### config.mk
export PLATFORM = sky130hd
export DESIGN_NAME = steer_en
export DESIGN_NICKNAME = d
export VERILOG_FILES = /design/src/rtl/steer_en.sv
export SDC_FILE = /design/constraint.sdc
export NUM_CORES = 1
export LEC_CHECK = 0
export ABC_CLOCK_PERIOD_IN_PS = 11650
export BUFFER_PORTS_ARGS = -buffer_cell sky130_fd_sc_hd__buf_4
export CAP_MARGIN = 10
export CORE_ASPECT_RATIO = 0.6
export CORE_MARGIN = 1.5
export CORE_UTILIZATION = 40
export CTS_CLUSTER_DIAMETER = 120
export DETAILED_ROUTE_END_ITERATION = 8
export PLACE_DENSITY_LB_ADDON = 0.1
export SYNTH_ARGS = -nofsm -noshare
export SYNTH_HDL_FRONTEND = slang
export SYNTH_SLANG_ARGS = --single-unit
### constraint.sdc
create_clock -name clk -period 11.65 [get_ports clk]
set_clock_uncertainty 0.15 [all_clocks]
set_input_delay 1.165 -clock clk [delete_from_list [all_inputs] [get_ports clk]]
set_output_delay 1.165 -clock clk [all_outputs]
set_load 0.005 [all_outputs]
### src/rtl/steer_en.sv
// Rider-detect / steering-enable FSM for the balance platform.
// Registers the load cells, checks total weight and left/right balance, and gates steering after a dwell.
module steer_en #(
    parameter logic [11:0] MIN_RIDER_WT = 12'h200,
    parameter logic [11:0] WT_HYST      = 12'h040,
    parameter int          TMR_W        = 26
) (
    input  logic        clk,
    input  logic        rst_n,
    input  logic [11:0] lft_ld,
    input  logic [11:0] rght_ld,
    output logic        en_steer,
    output logic        rider_off
);

    localparam int DATA_W = 12;
    localparam logic [DATA_W:0] THR_HI = {1'b0, MIN_RIDER_WT} + {1'b0, WT_HYST};
    localparam logic [DATA_W:0] THR_LO = {1'b0, MIN_RIDER_WT} - {1'b0, WT_HYST};

    typedef enum logic [1:0] {
        IDLE,
        WAIT,
        STEER_EN
    } state_t;

    state_t state, nxt_state;

    logic [DATA_W-1:0] lft_q, rght_q;
    logic [DATA_W:0]   sum;
    logic [DATA_W-1:0] diff;
    logic [DATA_W+1:0] diff_x4;
    logic [DATA_W+4:0] diff_x16, sum_x15;
    logic              sum_gt_min, sum_lt_min, diff_gt_1_4, diff_gt_15_16;
    logic [TMR_W-1:0]  tmr;
    logic              tmr_full, clr_tmr;

    function automatic logic [TMR_W-1:0] sat_inc(input logic [TMR_W-1:0] v);
        return (&v) ? v : v + TMR_W'(1);
    endfunction

    // Input register stage
    always_ff @(posedge clk) begin
        if (!rst_n) begin
            lft_q  <= '0;
            rght_q <= '0;
        end else begin
            lft_q  <= lft_ld;
            rght_q <= rght_ld;
        end
    end

    assign sum      = {1'b0, lft_q} + {1'b0, rght_q};
    assign diff     = (lft_q >= rght_q) ? (lft_q - rght_q) : (rght_q - lft_q);
    assign diff_x4  = {diff, 2'b00};
    assign diff_x16 = {1'b0, diff, 4'b0000};
    assign sum_x15  = {sum, 4'b0000} - {4'b0000, sum};

    assign sum_gt_min    = sum > THR_HI;
    assign sum_lt_min    = sum < THR_LO;
    assign diff_gt_1_4   = diff_x4 > {1'b0, sum};
    assign diff_gt_15_16 = diff_x16 > sum_x15;

    // Dwell timer, saturating so a long balanced WAIT cannot wrap
    always_ff @(posedge clk) begin
        if (!rst_n)       tmr <= '0;
        else if (clr_tmr) tmr <= '0;
        else              tmr <= sat_inc(tmr);
    end

    assign tmr_full = &tmr;

    always_ff @(posedge clk) begin
        if (!rst_n) state <= IDLE;
        else        state <= nxt_state;
    end

    always_comb begin
        nxt_state = state;
        clr_tmr   = 1'b0;
        case (state)
            IDLE: begin
                if (sum_gt_min) begin
                    nxt_state = WAIT;
                    clr_tmr   = 1'b1;
                end
            end
            WAIT: begin
                if (sum_lt_min)       nxt_state = IDLE;
                else if (diff_gt_1_4) clr_tmr   = 1'b1;
                else if (tmr_full)    nxt_state = STEER_EN;
            end
            STEER_EN: begin
                // Exit lean limit is looser than entry so normal leaning keeps steering
                if (sum_lt_min) nxt_state = IDLE;
                else if (diff_gt_15_16) begin
                    nxt_state = WAIT;
                    clr_tmr   = 1'b1;
                end
            end
            default: nxt_state = IDLE;
        endcase
    end

    assign en_steer  = (state == STEER_EN);
    assign rider_off = (state == IDLE);

endmodule

==> run summary, run 1 <==
Hold Crit Class = reg2reg
Final-stage net count = 776
Min-delay src = tmr[9]
# DRC = 0
Vias in the first global route = 4292
Crit-path cells = ha_1, inv_1, fa_1, o21bai_1, a21oi_1, xor2_1, inv_1, ha_1, a41o_1, maj3_1, a31oi_1, o21bai_1, a31oi_1, xor2_1, ha_1, nand4_1, nor3_1, a31oi_1, a211oi_1, nand2b_1, mux2i_1, mux2i_2, o221ai_4, nor3_1
Commonest cells after routing, fill and taps aside = ha_1, nor2_1, dfxtp_1
Post_cts resized = 0
Synthesized net count = 761
CP Capture Point = tmr[24]
Layout cells sized above 1 = 8.84%
Most common cell after layout, fill and taps aside = ha_1
Largest net degree at the start of global routing = 30
CP peak stage delay = 0.62 ns
Number of H-tree levels = 2
Final std cells w/o fill = 849
Area contributors post-synth = dfxtp_1, ha_1, xnor2_1, nor2_1, xor2_1
Synthesized area = 0.00533 mm2
Sink Count = 52
Met3 routed WL = 955 um
Register clock-pin slew on the reported worst setup and hold paths = 0.08 ns
Routability cong. = 0.933
Fill cells = 1329
Drt first pass iters = 5
Slowest-stage cell, CP = o221ai_4
TritonCTS clock tree = done
Total stage count of the critical path = 24
Largest area contributor in the netlist = dfxtp_1
Post-layout min period = 6.38 ns
Max-slew headroom = 50.8%
Yosys cell types = 79
I/O Pins = 28
Via density = 5.66
Max Used Layer = met4
Met2 wire len = 5220 um
Initial antenna violation count = 0
Gr usage total = 20.2%
Number of max-cap violations = 0
Vias post-DR = 4804
Finished Core Util = 44.8%
I/O Buffers = 27
First-pass GRT wire length = 22800 um
WL per Instance = 16.5 um
Remaining global-route overflow = 0
Status = complete, no violations
Worst endpoint required time = 11.66 ns
Violation count after the first detailed-route iteration = 403
Top cell type's share of synthesized area = 19.5%
Tightest Pin Transition = 0.738 ns
Max Clk Rate = 157 MHz
Die Ht = 92.4 um
Worst R2R Path Depth = 24
Final setup fails = 0
WHS = 0.338 ns
Max VDD drop = 55.7 uV
Placed insts = 841
CP Launch Point = lft_q[0]
Final Hold Fails = 0
Gate Count Post-Synth = 663
Critical Path AT = 6.38 ns
Pleak = 2.43 nW
Clock Tree Buf Depth = 2
Share of the yosys chip area belonging to registers = 19.5%
Initial core utilization = 41.2%
Core box area = 0.0129 mm2
Detailed placement HPWL = 11400 um
Worst setup SP type = flop
Multi-input logic area = 0.00400 mm2
Syn avg cell area = 8.04 um2
M1 WL = 7710 um
YS warnings = 0
P per Cell Area = 135 mW/mm2
CTS Hold Bufs = 0
Critical path buffers and inverters = 2
Num CTS Buffers = 5
Synthesis-to-layout area growth = 8.76%
Post-synth EDFFs = 0
Final ANT Viol Nets = 0
Final period util = 54.7%
Register area = 0.00104 mm2
CP delay by family, top = compound AO/OA/AOI/OAI gates
Cell row count = 32
Die W = 152 um
Top FF cell, synth = dfxtp_1
Kind of critical path = reg2reg
Worst setup EP type = flop
Worst reg2reg path startpoint = lft_q[0]
Synthesized flop and latch total = 52
Die area = 0.0140 mm2
RSZ-0062 raised after global routing = false
Post-synth ARST share = 0%
CTS Root Buffer Type = clkbuf_16
Reg-to-reg setup timing slack = 5.27 ns
Final Max Slew Viols = 0
R2r endpoint = tmr[24]
Worst slack, placed = 5.27 ns
Crit-path max FO = 26
Worst setup margin = 5.27 ns
Post-CTS Setup Inserts = 0
Final setup TNS = 0 ns
Worst-Skew Late Latency = 0.30 ns
DRT Wirelength = 14000 um
N_diodes = 0
[stage by stage]
stage | power [W] | instance area [um2]
6_report | 0.000783 | 5800
5_1_grt | 0.000847 | 5800
4_1_cts | 0.000783 | 5800
3_5_place_dp | 0.000620 | 5640
3_3_place_gp | 0.000615 | 5640
2_1_floorplan | 0.000524 | 5330
[per-layer routing]
layer  up-vias  GRT usage (%)
met5         -              0
met4         0           3.64
met3        12           2.85
met2       158           27.0
met1      2257           33.0
li1       2377              -
[registers in the layout, indices dropped and copies added, names as in the netlist]
name and cells:
tmr 26, rght_q 12, state 2, lft_q 12
[cell usage after synthesis, types with 11 or more instances]
master and instances:
a21o_1 15, a21oi_1 39, a31oi_1 13, and2_1 29
clkbuf_1 11, dfxtp_1 52, ha_1 69, inv_1 48
nand2_1 47, nand2b_1 14, nand3_1 20, nor2_1 58
nor3_1 16, o21ai_0 23, xnor2_1 32, xor2_1 23
[cells by family after synthesis]
family | share of synthesized area, %
buffers and inverters | 5.42
xor gates and xnor gates | 9.88
AOI/OAI and AO/OA | 21.7
and+or+nand+nor | 22.9
muxes | 2.86
adders and majority gates | 17.7
DFF | 19.5
[how the worst min path moves through the flow]
stage / to / slack [ns] / cells after the start
floorplan: tmr[9] / 0.30 / 2
global placement: tmr[9] / 0.31 / 2
detailed placement: tmr[9] / 0.33 / 2
CTS: tmr[9] / 0.34 / 2
global route: tmr[9] / 0.37 / 2
finish: tmr[9] / 0.34 / 2
[final cells by class]
type / instances / share of cell area (%)
clock inverter: 3 / 0.475
timing repair buffer: 27 / 3.50
tap: 170 / 3.67
clock buffer: 5 / 2.16
inverter: 50 / 3.24
multi-input combinational: 542 / 69.0
sequential: 52 / 18.0
[where the power goes]
part / leakage, nW / total, W / switching [W] / internal [W]
Sequential: 0.426 / 0.000197 / 0.00000953 / 0.000187
Clock: 0.0719 / 0.000157 / 0.0000756 / 0.0000818
Combinational: 1.93 / 0.000429 / 0.000252 / 0.000177
[worst min-delay path, stage by stage, from the launching register on]
cell,delay (ns)
dfxtp_1,0.32
o21ai_0,0.07
a21oi_1,0.06
No activity file was read; power rests on OpenSTA's default activity.
==> run 2: changes to the inputs <==
--- a/config.mk
+++ b/config.mk
@@ -5,7 +5,7 @@
 export SDC_FILE = /design/constraint.sdc
 export NUM_CORES = 1
 export LEC_CHECK = 0
-export ABC_CLOCK_PERIOD_IN_PS = 11650
+export ABC_CLOCK_PERIOD_IN_PS = 5900
 export BUFFER_PORTS_ARGS = -buffer_cell sky130_fd_sc_hd__buf_4
 export CAP_MARGIN = 10
 export CORE_ASPECT_RATIO = 0.6
==> constraint.sdc (replaced) <==
create_clock -name clk -period 5.9 [get_ports clk]
set_clock_uncertainty 0.15 [all_clocks]
set_input_delay 0.59 -clock clk [delete_from_list [all_inputs] [get_ports clk]]
set_output_delay 0.59 -clock clk [all_outputs]
set_load 0.005 [all_outputs]
==> run summary, run 2 (synthesis gave the netlist of run 1 again) <==
Status = complete, no violations
Reg with most FFs = tmr
Core box area = 0.0129 mm2 (unchanged)
Fill cells = 1290 (-2.9%)
Max Clk Rate = 182 MHz (+16%)
Post-CTS Setup Inserts = 0 (unchanged)
Final setup TNS = 0 ns (unchanged)
DRT Wirelength = 14200 um (+1.5%)
First-pass GRT wire length = 23000 um (+0.64%)
WHS = 0.345 ns (+0.00709 ns)
RSZ-0062 raised after global routing = false
Largest registers = tmr x26, lft_q x12, rght_q x12
CTS Root Buffer Type = clkbuf_16
Slowest-stage cell, CP = fa_1
Hold Crit Class = reg2reg
Detailed placement HPWL = 11700 um (+3.2%)
WL per Instance = 16.4 um (-0.98%)
Crit path top cell by count = ha_1
Final ANT Viol Nets = 0 (unchanged)
Register area = 0.00104 mm2 (+0.12%)
Violation count after the first detailed-route iteration = 320 (-21%)
I/O Pins = 28 (unchanged)
# DRC = 0 (unchanged)
Die W = 152 um (unchanged)
Cell row count = 32 (unchanged)
Initial core utilization = 41.2% (unchanged)
P per Cell Area = 265 mW/mm2 (+96%)
Routability cong. = 0.962 (+3.1%)
Post-place instance area = 0.00581 mm2 (+3.0%)
Commonest cells after routing, fill and taps aside = ha_1, nor2_1, dfxtp_1
Sink Count = 52 (unchanged)
Final period util = 93.1% (+38 points)
CP peak stage delay = 0.41 ns (-0.21 ns)
Tightest Pin Transition = 0.613 ns (-0.125 ns)
Register clock-pin slew on the reported worst setup and hold paths = 0.07 ns (about the same)
Die Ht = 92.4 um (unchanged)
Crit-path max FO = 22 (-15%)
Max-slew headroom = 58.9% (+8.1 points)
Remaining global-route overflow = 0 (unchanged)
Via density = 5.58 (-1.4%)
Number of max-cap violations = 0 (unchanged)
TritonCTS clock tree = done
Worst-Skew Late Latency = 0.29 ns (about the same)
Cell area after layout = 0.00600 mm2 (+3.5%)
Number of H-tree levels = 2 (unchanged)
Pleak = 2.55 nW (+4.9%)
Worst endpoint required time = 5.98 ns (-5.68 ns)
I/O Buffers = 27 (unchanged)
Final Hold Fails = 0 (unchanged)
Final-stage net count = 797 (+2.7%)
Max reg flops = 26 (unchanged)
Clock Tree Buf Depth = 2 (unchanged)
Final Max Slew Viols = 0 (unchanged)
Initial antenna violation count = 0 (unchanged)
Max VDD drop = 114 uV (+100%)
Critical Path AT = 5.57 ns (-0.81 ns)
Largest net degree at the start of global routing = 30 (unchanged)
Worst setup EP type = flop
Final setup fails = 0 (unchanged)
Most common cell after layout, fill and taps aside = ha_1
Gr usage total = 20.2% (+0.055 points)
N_diodes = 0 (unchanged)
Multi-input logic area = 0.00403 mm2 (+0.84%)
Layout cells sized above 1 = 12.6% (+3.7 points)
Kind of critical path = reg2reg
Die area = 0.0140 mm2 (unchanged)
Post-layout min period = 5.49 ns (-0.881 ns)
Synthesis-to-layout area growth = 12.6%
Vias in the first global route = 4442 (+3.5%)
Finished Core Util = 46.4% (+1.6 points)
Drt first pass iters = 5 (unchanged)
Vias post-DR = 4854 (+1.0%)
Total power = 0.00159 W (+100%)
Worst setup SP type = flop
Num CTS Buffers = 5 (unchanged)
[run 2: per-stage QoR]
| stage | setup slack [ns] | instances |
|---|---|---|
| finish | 0.406 | 870 |
| global route | 0.0150 | 870 |
| CTS | 0.189 | 870 |
| detailed placement | 0.212 | 862 |
| global placement | 0.304 | 862 |
| floorplan | 0.692 | 663 |
[run 2: final timing paths]
path	to	slack, ns	start	cells past startpoint
worst min register to register	tmr[9]	0.35	tmr[9]	2
worst max-delay path	tmr[9]	0.41	rght_q[0]	26
worst max register to register	tmr[9]	0.41	rght_q[0]	26
worst min-delay path	tmr[9]	0.35	tmr[9]	2
[run 2: repair_timing]
item,4_1_cts,5_1_grt
gates resized for setup,0,9
setup endpoints to repair,0,28
hold buffers,0,0
[run 2: where the power goes]
| group | total [W] | switching, W | leakage [nW] | internal, W |
|---|---|---|---|---|
| logic | 0.000898 | 0.000512 | 2.05 | 0.000387 |
| clock network | 0.000308 | 0.000146 | 0.0719 | 0.000161 |
| registers | 0.000387 | 0.0000179 | 0.426 | 0.000369 |
[run 2: layer usage]
| layer | share of wire [%] | global-route usage (%) |
|---|---|---|
| met4 | 0.46 | 2.75 |
| met5 | 0 | 0 |
| met3 | 8.0 | 3.42 |
| met1 | 54 | 32.5 |
| met2 | 38 | 27.8 |
[run 2: cell type report]
cell class / count / share of cell area (%)
multi-input combinational: 542 / 67.2
tap: 170 / 3.54
clock buffer: 5 / 2.08
timing repair buffer: 48 / 6.21
clock inverter: 3 / 0.459
sequential: 52 / 17.4
inverter: 50 / 3.13
[run 2: worst max-delay path: cells and delay by family, from the launching register on]
family,cells,cell delay (ns)
buffers and inverters,4,0.53
AND/OR/NAND/NOR,1,0.08
AO/OA/AOI/OAI,12,1.99
adder cells (fa/ha/maj),5,1.63
flip-flops,1,0.37
XOR/XNOR,2,0.37
multiplexers,2,0.31
